### src/rtl/mbox_tx_arb.sv
// mbox_tx_arb: packet-level round-robin arbiter sharing one mailbox write channel among NREQ requesters
//
// Ports:
//   aclk, resetn                        clock, asynchronous active-low reset
//   req_w_dat/valid/done/abort (in)     per-requester write data, valid, end-of-packet, local abort
//   req_w_ready, req_r_abort (out)      per-requester ready, remote/timeout abort notification
//   mbox_w_dat/valid/done/abort (out)   mailbox write channel and abort request/ack pulse
//   mbox_w_ready, mbox_r_abort (in)     mailbox ready and abort request/ack
//   grant_id, busy, timeout_irq (out)   current/last grant, not-idle flag, stall timeout pulse
// Optional feature: define MBOX_ARB_TIMEOUT_EN to abort a granted packet that stalls TIMEOUT_CYCLES cycles.
module mbox_tx_arb #(
  parameter int NREQ           = 4,
  parameter int IDW            = $clog2(NREQ),
  parameter int TIMEOUT_CYCLES = 1024
) (
  input  logic              aclk,
  input  logic              resetn,
  input  logic [NREQ*32-1:0] req_w_dat,
  input  logic [NREQ-1:0]   req_w_valid,
  output logic [NREQ-1:0]   req_w_ready,
  input  logic [NREQ-1:0]   req_w_done,
  input  logic [NREQ-1:0]   req_w_abort,
  output logic [NREQ-1:0]   req_r_abort,
  output logic [31:0]       mbox_w_dat,
  output logic              mbox_w_valid,
  input  logic              mbox_w_ready,
  output logic              mbox_w_done,
  output logic              mbox_w_abort,
  input  logic              mbox_r_abort,
  output logic [IDW-1:0]    grant_id,
  output logic              busy,
  output logic              timeout_irq
);
  typedef enum logic [1:0] {IDLE, GRANT, ABORT} state_e;
  state_e          state_q;
  logic [IDW-1:0]  grant_q, last_q, pick, idx;
  logic [NREQ-1:0] r_abort_q;
  logic            w_abort_q, g_on, tmo, kill;
  if (NREQ < 2 || NREQ > 8 || IDW != $clog2(NREQ) || TIMEOUT_CYCLES < 1) begin : g_bad_cfg
    $error("mbox_tx_arb: unsupported parameter set");
  end
  // Scan downward in priority so the requester closest after last_q wins.
  always_comb begin
    pick = last_q;
    idx  = '0;
    for (int i = NREQ; i > 0; i--) begin
      idx = IDW'((int'(last_q) + i) % NREQ);
      if (req_w_valid[idx]) pick = idx;
    end
  end
  assign g_on = state_q == GRANT;
  // Any abort source ends the packet, so a coincident done must not reach the mailbox.
  assign kill = mbox_r_abort | req_w_abort[grant_q] | tmo;
  always_comb begin
    req_w_ready          = '0;
    req_w_ready[grant_q] = g_on & mbox_w_ready;
  end
  assign mbox_w_dat   = g_on ? req_w_dat[{grant_q, 5'd0} +: 32] : '0;
  assign mbox_w_valid = g_on & req_w_valid[grant_q];
  assign mbox_w_done  = g_on & req_w_done[grant_q] & ~kill;
  assign mbox_w_abort = w_abort_q;
  assign req_r_abort  = r_abort_q;
  assign grant_id     = grant_q;
  assign busy         = state_q != IDLE;
`ifdef MBOX_ARB_TIMEOUT_EN
  logic [31:0] cnt_q;
  logic        irq_q, beat;
  assign beat        = mbox_w_valid & mbox_w_ready;
  assign tmo         = g_on & ~beat & (cnt_q == 32'(TIMEOUT_CYCLES - 1));
  assign timeout_irq = irq_q;
  always_ff @(posedge aclk or negedge resetn) begin
    if (!resetn) begin
      cnt_q <= '0;
      irq_q <= 1'b0;
    end else begin
      cnt_q <= (g_on & ~beat) ? cnt_q + 32'd1 : '0;
      irq_q <= tmo & ~mbox_r_abort;
    end
  end
`else
  assign tmo         = 1'b0;
  assign timeout_irq = 1'b0;
`endif
  always_ff @(posedge aclk or negedge resetn) begin
    if (!resetn) begin
      state_q   <= IDLE;
      grant_q   <= '0;
      last_q    <= IDW'(NREQ - 1);
      w_abort_q <= 1'b0;
      r_abort_q <= '0;
    end else begin
      w_abort_q <= 1'b0;
      r_abort_q <= '0;
      case (state_q)
        IDLE: begin
          w_abort_q <= mbox_r_abort;
          if (|req_w_valid) begin
            grant_q <= pick;
            state_q <= GRANT;
          end
        end
        GRANT: begin
          w_abort_q <= kill;
          // Remote abort wins over local abort/timeout and skips ABORT entirely.
          if (mbox_r_abort) begin
            r_abort_q[grant_q] <= 1'b1;
            state_q            <= IDLE;
            last_q             <= grant_q;
          end else if (req_w_abort[grant_q] | tmo) begin
            r_abort_q[grant_q] <= tmo;
            state_q            <= ABORT;
          end else if (req_w_done[grant_q]) begin
            state_q <= IDLE;
            last_q  <= grant_q;
          end
        end
        ABORT: if (mbox_r_abort) begin
          state_q <= IDLE;
          last_q  <= grant_q;
        end
        default: state_q <= IDLE;
      endcase
    end
  end
endmodule

### config.mk
export PLATFORM = sky130hd
export DESIGN_NAME = mbox_tx_arb
export DESIGN_NICKNAME = d
export VERILOG_FILES = /design/src/rtl/mbox_tx_arb.sv
export SDC_FILE = /design/constraint.sdc
export NUM_CORES = 1
export LEC_CHECK = 0
export CELL_PAD_IN_SITES_DETAIL_PLACEMENT = 1
export CELL_PAD_IN_SITES_GLOBAL_PLACEMENT = 2
export CORE_MARGIN = 2
export CORE_UTILIZATION = 14
export DETAILED_ROUTE_END_ITERATION = 10
export PLACE_DENSITY = 0.91
export SYNTH_ARGS = -nofsm -noshare
export SYNTH_HDL_FRONTEND = slang
export SYNTH_SLANG_ARGS = --single-unit
### constraint.sdc
create_clock -name aclk -period 2.25 [get_ports aclk]
set_input_delay 0.3375 -clock aclk [delete_from_list [all_inputs] [get_ports aclk]]
set_output_delay 0.3375 -clock aclk [all_outputs]
set_load 0.02 [all_outputs]
==> reports/results.ini <==
[drt]
first_pass_iters=4
drc_errors=0
via_count=2183
dr.first_iter.drc_count=63
viasPerCell=4.073
totalWireLength_um=9361
ant_nets=0
wl_per_cell_um=17.46

[pwr]
combPwrFrac=0.839
power_frac_seq=0.085
p_leak_uw=0.001620
p_sw_uw=1889
p_sw_frac=0.4255
peakVddDrop_v=0.0002665
cellPowerDensity_nw_per_um2=1071
clkPwrFrac=0.075
p_int_uw=2550

[critical_path]
cp_max_fo=6
crit_type=reg -> out
critPathLaunchType=flip-flop
cp-end-kind=primary output
arrival_ns=1.86
cp.required_ns=1.91

[logic_synthesis]
postSynthNetCount=309
synth_top_area_frac=0.4523
synth_area_um2=1743
ys_top_cells_by_count=mux4_2, and2_1, clkbuf_1
synth_area_leaders=mux4_2, dfrtp_1, and2_1
yosysMostFrequentCell=mux4_2
seq_area_frac_synth=0.1594
syn_inst=162
yosysUniqueCellTypes=33
ys_ff_latch=11
postSynth.asyncResetShare=1.000
yosys_warnings=0
yosysTopAreaCell=mux4_2
synth_edf_count=0
avgSynthCellArea_um2=10.76
ys.flop_type=dfrtp_1

[final_layout]
area_delta_synth_final_pct=137.7
design_area_um2=4143
multi_input_area_um2=1361
layout.nets=515
register_area_um2=280.3
post_route_cells_drive_above_1_share=0.2262
final_core_util=0.3435
final.fill_count=1337

[cts]
clk_latency_ns=0.24
cts_made_buffers=3
cts_tree=built
cts_hold_buf=0
clk_pin_slew_ns=0.04
cts_root_buf=clkbuf_16
cts.sinks=11
clockBufferDepth=2
htree_levels=1

[placed_design]
placed_cell_area_um2=3969
dpl.hpwl_um=7914
place.port_buffers=189
place_ws_ns=-0.3018
gp_congestion=0.8146

[die]
initial_core_util=0.1445
core_area_um2=12060
die_h_um=115.6
die_width_um=115.6
rows=40
die-area_um2=13360
io_pins=191

[timing]
finalCriticalPeriod_ns=2.199
hold_violations=0
finalMaxSlewViolations=0
period_share=0.9774
setup_viol=0
worst_pin_slew_ns=0.5488
rsz0062_at_grt=false
clock.fmax_mhz=454.7
relSlewSlack=0.6330
finClkSkew_ns=0.001766
worst_slack_ns=0.05075

[run_status]
status=completed

[hold_path]
hold_class=in -> async

[grt]
grt_pass1_wl_um=13030
grt_pass1_vias=2374
grt_max_degree=23
grt_overflow_total=0
track_usage=0.1285
antenna_found_initial=0

[run]
max_cap_viol_count=0

==> stage by stage <==
step	hold slack [ns]	instances	power [µW]	TNS, ns
finish	0.4555	536	4439	0
global route	0.4952	535	4745	0
CTS	0.4807	530	4265	0
detailed placement	0.5393	522	4123	-0.4584
global placement	0.5265	522	4043	-0.3071
floorplan	0.04191	162	2457	0
==> cell type report <==
| cell class | instances | area share |
|---|---|---|
| multi-input cells | 126 | 0.3286 |
| clock buffers | 4 | 0.01903 |
| well taps | 168 | 0.05074 |
| flip-flops and latches | 11 | 0.06765 |
| diodes | 1 | 0.0006040 |
| inverters | 8 | 0.007249 |
| repair buffers | 218 | 0.5261 |
==> cell usage in the layout (no fill, tap or decap), drive strengths merged, types with 3 or more instances in the layout <==
master and instances:
buf 30, clkdlybuf4s15 18, a21oi 5, nand2b 3
inv 8, clkbuf 10, clkdlybuf4s50 151, mux4 35
nand3 3, and2 34, ha 3, dlygate4sd2 13
nand2 9, dfrtp 9, nor3 4, o21ai 4
nor2 11
==> per-layer routing <==
metal | GRT usage | routed length (µm) | vias up | part of all wire
met3 | 0.02354 | 668 | 6 | 0.071
met4 | 0.03133 | 84 | 0 | 0.0090
met5 | 0 | 0 | - | 0
met1 | 0.1373 | 3501 | 1061 | 0.37
li1 | - | - | 1020 | -
met2 | 0.2569 | 5106 | 96 | 0.55
==> power groups by stage <==
stage | registers [µW] | clock network (µW) | logic, µW
floorplan | 377 | 0 | 2080
CTS | 396 | 337 | 3530
detailed placement | 401 | 0 | 3720
global placement | 393 | 0 | 3650
global route | 393 | 349 | 4000
finish | 379 | 334 | 3730
==> worst max-delay path: stages, from the launching register on <==
cell             delay, ns
dfrtp_2               0.37
buf_12                0.14
clkbuf_16             0.15
mux4_2                0.49
and2_1                0.17
clkdlybuf4s15_1       0.29
==> path summary, 6_finish.rpt <==
check / start / end / slack (ns) / cells past startpoint
setup / recovery: grant_id[0]$_DFFE_PN0P_ / mbox_w_dat[22] / 0.05 / 5
hold / removal: resetn / req_r_abort[3]$_DFF_PN0_ / 0.46 / 1
setup reg to reg: grant_id[0]$_DFFE_PN0P_ / state_q[0]$_DFFE_PN0P_ / 0.27 / 7
hold reg to reg: last_q[0]$_DFFE_PN1P_ / last_q[0]$_DFFE_PN1P_ / 0.55 / 2
max in group asynchronous: resetn / grant_id[0]$_DFFE_PN0P_ / 1.40 / 1
min in group aclk: last_q[0]$_DFFE_PN1P_ / last_q[0]$_DFFE_PN1P_ / 0.55 / 2
==> state kept, by name, indices dropped and copies added, names as in the netlist <==
name and cells:
grant_id 2, last_q 2, mbox_w_abort 1, req_r_abort 4
state_q 2
==> cell families (layout without fill, tap and decap cells) <==
| logic type | count (synthesis) | in the layout | share of synthesized area |
|---|---|---|---|
| AOI/OAI and AO/OA | 19 | 19 | 0.08112 |
| adders and majority gates | 3 | 3 | 0.02154 |
| buffers and inverters | 25 | 230 | 0.06245 |
| DFF | 11 | 11 | 0.1594 |
| muxes | 36 | 36 | 0.4580 |
| other | 1 | 2 | 0.002152 |
| and+or+nand+nor | 67 | 67 | 0.2154 |
==> what timing repair did <==
item | 4_1_cts | 5_1_grt
gates resized for setup | 55 | 23
setup buffers | 4 | 2
cloned | 0 | 3
setup endpoints to repair | 38 | 27
Power figures use the tool's default switching activity.
